--- config.mk ---
export PLATFORM = sky130hd
export DESIGN_NAME = tick_scheduler
export DESIGN_NICKNAME = d
export VERILOG_FILES = /design/src/rtl/tick_sched_pkg.sv /design/src/rtl/tick_channel.sv /design/src/rtl/tick_scheduler.sv
export SDC_FILE = /design/constraint.sdc
export NUM_CORES = 1
export LEC_CHECK = 0
export ABC_AREA = 1
export CAP_MARGIN = 20
export CORE_UTILIZATION = 29
export CTS_CLUSTER_DIAMETER = 60
export DETAILED_ROUTE_END_ITERATION = 12
export SLEW_MARGIN = 15
export SYNTH_ARGS = -nofsm -noshare
export SYNTH_HDL_FRONTEND = slang
export SYNTH_HIERARCHICAL = 1
export SYNTH_SLANG_ARGS = --single-unit
--- constraint.sdc ---
create_clock -name clk -period 3.9 [get_ports clk]
set_clock_uncertainty 0.1 [all_clocks]
set_input_delay 0.975 -clock clk [delete_from_list [all_inputs] [get_ports clk]]
set_output_delay 0.975 -clock clk [all_outputs]
set_load 0.1 [all_outputs]
--- src/rtl/tick_sched_pkg.sv ---
// Shared types and defaults for the multi-channel tick scheduler.
// Channel/slot states and the pending config entry live here.
package tick_sched_pkg;

    localparam int NCH_DEF = 4;
    localparam int PW_DEF  = 28;
    localparam int CW_DEF  = $clog2(NCH_DEF);

    typedef enum logic {
        OFF = 1'b0,
        RUN = 1'b1
    } chan_st_e;

    typedef enum logic {
        EMPTY = 1'b0,
        HELD  = 1'b1
    } slot_st_e;

    typedef struct packed {
        logic [CW_DEF-1:0] ch;
        logic [PW_DEF-1:0] period;
        logic              en;
    } cfg_entry_t;

    // A zero period can never count, so it is folded into a disable.
    function automatic cfg_entry_t mk_entry(
        input logic [CW_DEF-1:0] ch,
        input logic [PW_DEF-1:0] period,
        input logic              en
    );
        cfg_entry_t e;
        e.ch     = ch;
        e.period = period;
        e.en     = en & (period != '0);
        return e;
    endfunction

endpackage

--- src/rtl/tick_channel.sv ---
// One clock-enable channel: period counter, boundary detect, load port.
// A load replaces period/enable and restarts the count from zero.
module tick_channel
    import tick_sched_pkg::*;
#(
    parameter int PW = PW_DEF
) (
    input  logic          clk,
    input  logic          rst,
    input  logic          load_i,
    input  logic [PW-1:0] per_i,
    input  logic          en_i,
    output logic          tick_o,
    output logic          phase_o,
    output logic          en_o
);

    logic [PW-1:0] cnt_q;
    logic [PW-1:0] per_q;
    chan_st_e      st_q;
    logic          run;
    logic          last;

    assign run  = (st_q == RUN);
    assign last = run && (cnt_q == (per_q - PW'(1)));

    always_ff @(posedge clk or posedge rst) begin
        if (rst) begin
            cnt_q <= '0;
            per_q <= '0;
            st_q  <= OFF;
        end else if (load_i) begin
            per_q <= per_i;
            cnt_q <= '0;
            st_q  <= en_i ? RUN : OFF;
        end else begin
            unique case (st_q)
                OFF: cnt_q <= '0;
                RUN: cnt_q <= last ? '0 : cnt_q + PW'(1);
                default: cnt_q <= '0;
            endcase
        end
    end

    assign tick_o  = last;
    assign phase_o = run && (cnt_q < (per_q >> 1));
    assign en_o    = run;

endmodule

--- src/rtl/tick_scheduler.sv ---
// Multi-channel programmable tick generator with a single config slot.
// Updates to a running channel wait for its period boundary.
module tick_scheduler
    import tick_sched_pkg::*;
#(
    parameter int NCH = NCH_DEF,
    parameter int PW  = PW_DEF,
    parameter int CW  = $clog2(NCH)
) (
    input  logic           clk,
    input  logic           rst,
    input  logic           cfg_valid,
    output logic           cfg_ready,
    input  logic [CW-1:0]  cfg_ch,
    input  logic [PW-1:0]  cfg_period,
    input  logic           cfg_en,
    output logic [NCH-1:0] tick,
    output logic [NCH-1:0] phase,
    output logic [NCH-1:0] ch_en
);

    slot_st_e   slot_q;
    cfg_entry_t entry_q;
    cfg_entry_t entry_d;
    logic       accept;
    logic       tgt_en;
    logic       tgt_last;
    logic       retire;
    logic       apply;
    logic [NCH-1:0] load;

    assign cfg_ready = (slot_q == EMPTY) & ~rst;
    assign accept    = cfg_valid & cfg_ready;
    assign entry_d   = mk_entry(cfg_ch, cfg_period, cfg_en);

    assign tgt_en   = ch_en[entry_q.ch];
    assign tgt_last = tick[entry_q.ch];

    // OFF targets retire at once; RUN targets only on their last cycle.
    assign retire = (slot_q == HELD) & (~tgt_en | tgt_last);
    assign apply  = retire & (tgt_en | entry_q.en);

    always_ff @(posedge clk or posedge rst) begin
        if (rst) begin
            slot_q  <= EMPTY;
            entry_q <= '0;
        end else begin
            unique case (slot_q)
                EMPTY: begin
                    if (accept) begin
                        entry_q <= entry_d;
                        slot_q  <= HELD;
                    end
                end
                HELD: begin
                    if (retire) slot_q <= EMPTY;
                end
                default: slot_q <= EMPTY;
            endcase
        end
    end

    for (genvar i = 0; i < NCH; i++) begin : g_ch
        assign load[i] = apply & (entry_q.ch == CW'(i));

        tick_channel #(
            .PW(PW)
        ) u_ch (
            .clk    (clk),
            .rst    (rst),
            .load_i (load[i]),
            .per_i  (entry_q.period),
            .en_i   (entry_q.en),
            .tick_o (tick[i]),
            .phase_o(phase[i]),
            .en_o   (ch_en[i])
        );
    end

endmodule

Word-level counts from Yosys, hierarchy flattened
Index checks and enable logic that the tools add are counted.
{"block": "classes", "addsub": 8, "n_lt_le_gt_ge": 5, "n_eq_ne": 7, "muxes": 20, "bitwise_logic": 18, "reduce_logical": 11}
{"op": "$mux W28", "n": 8}
{"op": "$pmux W28 S2", "n": 4}
{"op": "$add A28 B1 Y28 const B", "n": 4}
{"op": "$eq A28 B28 Y1", "n": 4}
{"op": "$lt A28 B27 Y1", "n": 4}
{"op": "$sub A28 B1 Y28 const B", "n": 4}
{"op": "$reduce_bool A28 Y1", "n": 1}
{"op": "$and A1 B1 Y1", "n": 9}
{"op": "$logic_and A1 B1 Y1", "n": 8}
{"op": "$not A1 Y1", "n": 7}
{"op": "$mux W1", "n": 5}
{"op": "$bmux W1 S2", "n": 2}
{"op": "$eq A2 B2 Y1 const B", "n": 2}
{"op": "$lt A2 B3 Y1 const B", "n": 1}
{"op": "$eq A2 B1 Y1 const B", "n": 1}
{"op": "$logic_not A2 Y1", "n": 1}
{"op": "$or A1 B1 Y1", "n": 2}
{"op": "$pmux W1 S2", "n": 1}
{"op": "$reduce_and A2 Y1", "n": 1}
{"block": "word_totals", "regBits": 260, "output_inout_bits": 13}

Depth between registers and ports, before layout
Gate-level depths: netlist (run 1).
{"block": "logic_depth", "word_depth": 10, "depth_mapped": 29}

Cells and area by module
Netlist (run 1), hierarchy kept.
{"module": "tick_channel at g_ch[1].u_ch ...", "n_inst": 3, "cells_each": 731, "area_per_inst_um2": 4852.2, "seq_area_each_um2": 1426.4}
{"module": "tick_channel at g_ch[0].u_ch", "n_inst": 1, "cells_each": 736, "area_per_inst_um2": 4804.6, "seq_area_each_um2": 1426.4}
{"module": "tick_scheduler", "n_inst": 1, "cells_each": 137, "area_per_inst_um2": 1530.2, "seq_area_each_um2": 800.8}

Worst setup path after synthesis (run 1)
Ideal clock, no wire load.
{"block": "synth_timing", "kind": "reg2reg", "start": "reg g_ch[3].u_ch.per_q[0]", "end": "reg g_ch[1].u_ch.cnt_q[13]", "arrival_time_ps": 4272, "required_time_ps": 3689, "slack_ps": -583, "path_stages_with_launch": 25, "n_path_buf": 1, "synth_period_minus_slack_ps": 4483, "cell_sequence": "dfrtp_1 inv_2 ha_1 nand2_2 nor2_1 nand3_2 nor2_1 nand2_1 a21boi_0 nand3_1 nor2_1 nand4_1 nor2_1 nand3_1 nand2_1 nor2_1 nand2_1 nand3_1 nor2_1 nor2_1 inv_1 clkbuf_1 nor2_1 nand2_2 inv_2"}
{"block": "synth_between", "elab_chain_cells": 10}
{"element": "start: declaration", "line": "tick_channel.sv:19", "source": "logic [PW-1:0] per_q;"}
{"element": "start signal: assignment", "line": "tick_channel.sv:33", "source": "per_q <= per_i;"}
{"element": "$sub A28 B1 Y28", "line": "tick_channel.sv:25", "source": "assign last = run && (cnt_q == (per_q - PW'(1)));"}
{"element": "$eq A28 B28 Y1", "line": "tick_channel.sv:25"}
{"element": "$logic_and A1 B1 Y1", "line": "tick_channel.sv:25"}
{"element": "net tick[3]", "line": "tick_scheduler.sv:17", "source": "output logic [NCH-1:0] tick,"}
{"element": "$bmux W1 S2", "line": "tick_scheduler.sv:37", "source": "assign tgt_last = tick[entry_q.ch];"}
{"element": "$mux W1 (implied by the code)", "line": "tick_scheduler.sv:37"}
{"element": "$or A1 B1 Y1", "line": "tick_scheduler.sv:40", "source": "assign retire = (slot_q == HELD) & (~tgt_en | tgt_last);"}
{"element": "$and A1 B1 Y1", "line": "tick_scheduler.sv:40"}
{"element": "$and A1 B1 Y1", "line": "tick_scheduler.sv:41", "source": "assign apply = retire & (tgt_en | entry_q.en);"}
{"element": "$and A1 B1 Y1", "line": "tick_scheduler.sv:64", "source": "assign load[i] = apply & (entry_q.ch == CW'(i));"}
{"element": "net load[1]", "line": "tick_scheduler.sv:30", "source": "logic [NCH-1:0] load;"}
{"element": "$mux W28", "line": "tick_channel.sv:32", "source": "end else if (load_i) begin"}
{"element": "end signal: assignment", "line": "tick_channel.sv:39", "source": "RUN: cnt_q <= last ? '0 : cnt_q + PW'(1);"}
{"element": "end: declaration", "line": "tick_channel.sv:18", "source": "logic [PW-1:0] cnt_q;"}
The timed path passes the listed nets, and every way through them passes these cells. The select of a mux whose other input is x is not followed.
A chain may end at the register's enable or synchronous reset.

Worst setup path in the final report (run 1)
{"block": "layout_timing", "start": "reg g_ch[1].u_ch.per_q[3]", "end": "out tick[1]"}
{"block": "layout_between", "elab_chain_cells": 3}
{"element": "start: declaration", "line": "tick_channel.sv:19"}
{"element": "start signal: assignment", "line": "tick_channel.sv:33"}
{"element": "$sub A28 B1 Y28", "line": "tick_channel.sv:25"}
{"element": "$eq A28 B28 Y1", "line": "tick_channel.sv:25"}
{"element": "$logic_and A1 B1 Y1", "line": "tick_channel.sv:25"}
{"element": "end: declaration", "line": "tick_scheduler.sv:17"}
No other way between the ends.

==> results of run 1 <==
Yosys cell counts (8+ instances only):
cell type / number
nand2_2: 42
nand2_1: 864
o21ai_0: 140
nor3_1: 33
buf_6: 11
inv_2: 52
xnor2_1: 65
nand3_1: 175
xor2_1: 117
inv_1: 373
clkbuf_1: 47
nand3b_1: 23
ha_1: 112
nor2_1: 457
nor2_4: 22
nor2_2: 24
nand4_1: 64
nand3_2: 14
o21ai_1: 8
a21oi_1: 57
dfrtp_1: 260
mux2_4: 21
cells by family (layout without fill, tap and decap cells):
group	after synthesis	count (layout)
and+or+nand+nor	1749	1749
buffers and inverters	485	652
DFF	260	260
AOI/OAI and AO/OA	251	251
xor gates and xnor gates	182	182
adders and majority gates	112	112
muxes	27	27
metal layers:
layer  vias up  part of all wire
met4         0             0.024
met2       495              0.43
li1       9951                 -
met1      9254              0.49
met3        86             0.063
met5         -                 0
power breakdown:
group	internal [mW]	total (mW)	switching, mW
Combinational	4.06	10.8	6.79
Sequential	3.36	4.55	1.19
Clock	1.82	3.04	1.22
Total	9.24	18.4	9.19
critical path, delay by kind of cell (launching register included):
kind | cells | cell delay [ns]
flops | 1 | 0.49
simple gates | 10 | 1.44
buf+inv | 1 | 0.19
xor+xnor | 1 | 0.20
final cells by class:
cell class                 count  area, sq um
clock buffer                  38        829.5
clock inverter                15        212.7
fill                        7644        45950
inverter                     425         1610
multi-input combinational   2321        13030
sequential                   260         6526
tap                          950         1189
timing repair buffer         174         2024
per-stage QoR:
stage,cell area (sq um),std cells
2_1_floorplan,20920,3066
3_3_place_gp,22740,4039
3_5_place_dp,22740,4039
4_1_cts,24260,4125
5_1_grt,25420,4183
6_report,25420,4183
state kept, by name, summed over array words and instances, names as in the netlist:
signal / cells
slot_q: 1
g_ch.u_ch/cnt_q: 112
g_ch.u_ch/per_q: 112
entry_q: 31
g_ch.u_ch/en_o: 4
worst max-delay path by stage:
stage	startpoint	endpoint	slack (ns)	cells after the start
global route	g_ch[1].u_ch/per_q[7]$_DFFE_PP0P_	tick[1]	-0.27	14
finish	g_ch[1].u_ch/per_q[3]$_DFFE_PP0P_	tick[1]	-0.09	12
detailed placement	g_ch[1].u_ch/per_q[0]$_DFFE_PP0P_	g_ch[1].u_ch/per_q[10]$_DFFE_PP0P_	0.16	22
global placement	g_ch[1].u_ch/per_q[0]$_DFFE_PP0P_	g_ch[1].u_ch/per_q[27]$_DFFE_PP0P_	0.15	22
CTS	g_ch[1].u_ch/per_q[1]$_DFFE_PP0P_	tick[1]	-0.11	18
floorplan	g_ch[0].u_ch/per_q[0]$_DFFE_PP0P_	g_ch[1].u_ch/cnt_q[13]$_DFF_PP0_	0.01	25
repair_timing:
item                       CTS  global route
buffers inserted            35            35
pin swaps                   27            52
setup endpoints to repair    8           194
hold buffers                 0             0
cloned                       0            23
gates resized for setup     72           139
==> results.py, run 1 <==
metrics = {
    "status": {
        "violations": "setup timing",
        "status": "finished with violations",
    },
    "logic_synthesis": {
        "ys_warn_count": 6,
        "yosys.area_share.simple": 0.3684,
        "yosysUniqueCellTypes": 43,
        "syn_area_sq_mm": 0.02089,
        "synth_top_area_share": 0.3114,
        "synth.largest_area_cell": "dfrtp_1",
        "async_flop_share": 1.000,
        "synth_top_family_by_area": "simple AND/OR/NAND/NOR gates",
        "synth_compound_area_frac": 0.06714,
        "synth_top_flop_cell": "dfrtp_1",
        "synthTopCellsByArea": "dfrtp_1 (31%), nand2_1 (16%), nor2_1 (8.2%), ha_1 (6.7%), inv_1 (6.7%)",
        "synth_xor_area_frac": 0.07630,
        "synth_nets": 3212,
        "synth_area_per_cell_sq_um": 6.814,
        "synthMuxAreaShare": 0.01833,
        "netlist_instances": 3066,
        "ys_seq_elements": 260,
        "yosysSeqAreaShare": 0.3114,
        "yosys.area_share.adder": 0.06708,
        "synth-edff-count": 0,
    },
    "power_and_ir_drop": {
        "p_leak_nw": 12.39,
        "ir_worst_vdd_uv": 382.1,
        "power.total_mw": 18.44,
        "power_density_mw_per_mm2": 725.4,
    },
    "sta": {
        "setup_viol_count_final": 1,
        "rsz0062_at_grt": "true",
        "fmax_ghz": 0.2504,
        "report.final.slew_viol_count": 0,
        "setup_ws_ns": -0.09359,
        "hold_viol": 0,
        "setup_tns_ns": -0.09359,
        "slew_headroom": 0.4889,
        "period_share": 1.024,
        "worstMarginPinSlew_ns": 0.7667,
        "period_minus_slack_ns": 3.994,
        "hold_slack_ns": 0.4200,
    },
    "critical_path": {
        "r2r_start": "g_ch[1].u_ch/per_q[3]$_DFFE_PP0P_",
        "slowest_stage": "dfrtp_2",
        "slowest_delay_ns": 0.49,
        "endpoint_kind": "output port",
        "rrSetupSlack_ns": 0,
        "cp.required_ns": 2.82,
        "r2r_cells": 26,
        "crit_chain": "nor2_4 -> nand3_2 -> nor2_4 -> nand2_2 -> xor2_1 -> nand2_1 -> nor2_1 -> nand2_1 -> nor2_1 -> nand4_1 -> nor2_4 -> buf_12",
        "crit_path_max_fanout": 7,
        "startpoint_type": "flop",
        "criticalPathCategory": "reg -> out",
        "path_common_cell": "nor2_4",
        "timing.rr.end": "g_ch[0].u_ch/cnt_q[16]$_DFF_PP0_",
        "crit_arrival_ns": 2.92,
    },
    "floorplan": {
        "rows": 98,
        "io_pins": 47,
        "dieWidth_microns": 270.4,
        "fp.coreArea_sq_mm": 0.07136,
        "die_area_sq_mm": 0.07312,
        "die_h_microns": 270.4,
        "initial_core_util": 0.2927,
    },
    "layout": {
        "layout-drive-gt1-share": 0.1655,
        "most-common-layout-cells": "nand2_1 (843), nor2_1 (389), inv_1 (355)",
        "area.growth.synth_to_final_pct": 21.67,
        "layout.nets": 3357,
        "fin_util": 0.3562,
        "n_antenna_cell": 0,
        "final_common_cell": "nand2_1",
    },
    "cts": {
        "cts_tree": "built",
        "clk_pin_slew_ns": 0.06,
        "cts_buffers": 29,
        "clock_sinks": 260,
        "clockBufferDepth": 3,
        "cts.htree.levels": 1,
        "clock_latency_ns": 0.58,
        "clockRootBuffer": "clkbuf_16",
    },
    "drt": {
        "drt_iter0_drc": 1545,
        "drt-pass1-iter-count": 5,
        "wl_per_cell_microns": 15.96,
        "vias_per_cell": 4.730,
        "drc": 0,
        "antenna_left": 0,
        "wirelength_microns": 66780,
        "dr_total_vias": 19790,
    },
    "grt": {
        "grt_max_degree": 58,
        "globalRouteOverflowTotal": 0,
        "gr-usage-met1": 0.2447,
        "antenna_found_initial": 0,
        "grt_use_total": 0.1710,
        "grt.busiest_layer": "met2",
        "grt_pass1_vias": 18090,
        "use_met3": 0.02569,
        "grt_pass1_wl_microns": 100200,
        "grt_use_met2": 0.2682,
    },
    "place": {
        "routabilityCongestion": 0.9328,
        "dp_slack_ns": 0.1590,
        "dp_hpwl_microns": 49300,
        "port_buffers": 46,
    },
    "worst_hold_path": {
        "hp-start": "g_ch[3].u_ch/cnt_q[0]$_DFF_PP0_",
        "hp-class": "reg -> reg",
        "whs_path_depth": 1,
        "holdPathEnd": "g_ch[3].u_ch/cnt_q[0]$_DFF_PP0_",
    },
    "job": {
        "cap_violations": 0,
    },
}
No activity file was read; power rests on OpenSTA's default activity.
==> run 2, diff against run 1 <==
Settings changed: CORE_MARGIN set to 2, CORE_UTILIZATION 29 to 40.
==> results.py, run 2 (synthesis gave the netlist of run 1 again) <==
metrics = {
    "sta": {
        "report.final.slew_viol_count": 0,
        "hold_slack_ns": 0.4307,
        "period_minus_slack_ns": 4.024,
        "rsz0062_at_grt": "true",
        "period_share": 1.032,
        "setup_ws_ns": -0.1243,
        "fmax_ghz": 0.2485,
        "setup_viol_count_final": 2,
        "hold_viol": 0,
        "worstMarginPinSlew_ns": 0.6696,
        "slew_headroom": 0.5536,
    },
    "grt": {
        "grt_max_degree": 58,
        "grt_pass1_wl_microns": 106600,
        "grt.busiest_layer": "met2",
        "globalRouteOverflowTotal": 0,
        "grt_pass1_vias": 19230,
        "use_met3": 0.03125,
        "grt_use_total": 0.2525,
        "antenna_found_initial": 0,
        "grt_use_met2": 0.4142,
        "gr-usage-met1": 0.3334,
    },
    "drt": {
        "drt-pass1-iter-count": 6,
        "wirelength_microns": 68800,
        "drt_iter0_drc": 1388,
        "drc": 0,
        "wl_per_cell_microns": 17.73,
        "vias_per_cell": 5.132,
        "antenna_left": 0,
        "dr_total_vias": 19920,
    },
    "layout": {
        "final_common_cell": "nand2_1",
        "final_area_sq_mm": 0.02482,
        "largest_registers": "g_ch.u_ch/cnt_q x112, g_ch.u_ch/per_q x112, entry_q x31",
        "fill_cells": 5242,
        "fin_cells": 3881,
        "most-common-layout-cells": "nand2_1 (839), nor2_1 (392), inv_1 (357)",
        "area.growth.synth_to_final_pct": 18.82,
        "layout-drive-gt1-share": 0.1571,
        "multi_input_area_sq_mm": 0.01310,
        "layout.nets": 3322,
        "n_antenna_cell": 0,
        "regArea_sq_mm": 0.006533,
        "fin_util": 0.4819,
    },
    "critical_path": {
        "cp.required_ns": 2.82,
        "endpoint_kind": "output port",
        "startpoint_type": "flop",
        "crit_arrival_ns": 2.95,
        "crit_path_max_fanout": 5,
        "criticalPathCategory": "reg -> out",
    },
    "place": {
        "dp_slack_ns": 0.05495,
        "dp_cells": 3768,
        "placed_cell_area_sq_mm": 0.02238,
        "port_buffers": 46,
        "routabilityCongestion": 0.9395,
        "dp_hpwl_microns": 51620,
    },
    "floorplan": {
        "io_pins": 47,
        "fp.coreArea_sq_mm": 0.05151,
        "dieWidth_microns": 232.5,
        "initial_core_util": 0.4056,
        "die_h_microns": 232.5,
        "die_area_sq_mm": 0.05407,
        "rows": 83,
    },
    "cts": {
        "cts_tree": "built",
        "cts_buffers": 35,
        "clock_latency_ns": 0.57,
        "clockBufferDepth": 3,
        "clock_sinks": 260,
        "cts.htree.levels": 2,
        "clockRootBuffer": "clkbuf_16",
        "cts_hold_buf": 0,
        "clk_pin_slew_ns": 0.05,
    },
    "power_and_ir_drop": {
        "power_density_mw_per_mm2": 746.0,
        "ir_worst_vdd_uv": 530.3,
        "p_leak_nw": 12.21,
    },
    "status": {
        "status": "finished with violations",
        "violations": "setup timing",
    },
    "job": {
        "cap_violations": 0,
    },
    "worst_hold_path": {
        "hp-class": "reg -> reg",
    },
}
-- run 2: worst paths after layout --
| check | start | slack, ns | cells after the start | endpoint |
|---|---|---|---|---|
| max in group asynchronous | rst | 1.89 | 4 | g_ch[3].u_ch/per_q[3]$_DFFE_PP0P_ |
| min reg2reg | g_ch[2].u_ch/cnt_q[0]$_DFF_PP0_ | 0.43 | 1 | g_ch[2].u_ch/cnt_q[0]$_DFF_PP0_ |
| min in group asynchronous | rst | 1.02 | 3 | slot_q$_DFF_PP0_ |
| min | g_ch[2].u_ch/cnt_q[0]$_DFF_PP0_ | 0.43 | 1 | g_ch[2].u_ch/cnt_q[0]$_DFF_PP0_ |
| max | g_ch[2].u_ch/per_q[0]$_DFFE_PP0P_ | -0.12 | 14 | tick[2] |
| max reg2reg | g_ch[2].u_ch/per_q[0]$_DFFE_PP0P_ | 0.13 | 24 | g_ch[3].u_ch/per_q[2]$_DFFE_PP0P_ |
-- run 2: through the flow --
stage / power, mW / setup TNS, ns
3_3_place_gp: 13.46 / 0
2_1_floorplan: 10.79 / 0
3_5_place_dp: 13.55 / 0
6_report: 18.52 / -0.2159
5_1_grt: 20.05 / -2.570
4_1_cts: 17.46 / -0.2040
-- run 2: layout make-up --
class | instances | area share
repair buffers | 131 | 0.06033
clock inverters | 11 | 0.006653
inverters | 425 | 0.06477
well taps | 680 | 0.03427
clock buffers | 51 | 0.04304
flip-flops and latches | 260 | 0.2632
multi-input cells | 2323 | 0.5278
-- run 2: routing by layer --
metal / vias up / share of wire
li1: 9879 / -
met1: 9353 / 0.45
met2: 550 / 0.46
met3: 136 / 0.050
met4: 0 / 0.044
met5: - / 0
-- run 2: power by group --
part | internal (mW) | switching (mW)
sequential | 3.37 | 1.23
clock | 2.16 | 1.30
combinational | 3.72 | 6.74
-- run 2: worst max-delay path, stage by stage, from the launching register on --
cell	delay (ns)
dfrtp_1	0.40
inv_2	0.13
ha_4	0.19
buf_4	0.14
nand3_4	0.09
nor2_4	0.17
buf_4	0.15
nand4_1	0.14
nand3_2	0.13
nand3_1	0.08
nor2_1	0.11
nand4_1	0.20
nor2_4	0.16
buf_6	0.13
buf_12	0.17
-- run 2: what timing repair did --
item / CTS / global route
pin swaps: 19 / 62
setup buffers: 12 / 30
resized for setup: 52 / 146
setup endpoints to repair: 8 / 231
cloned: 1 / 9
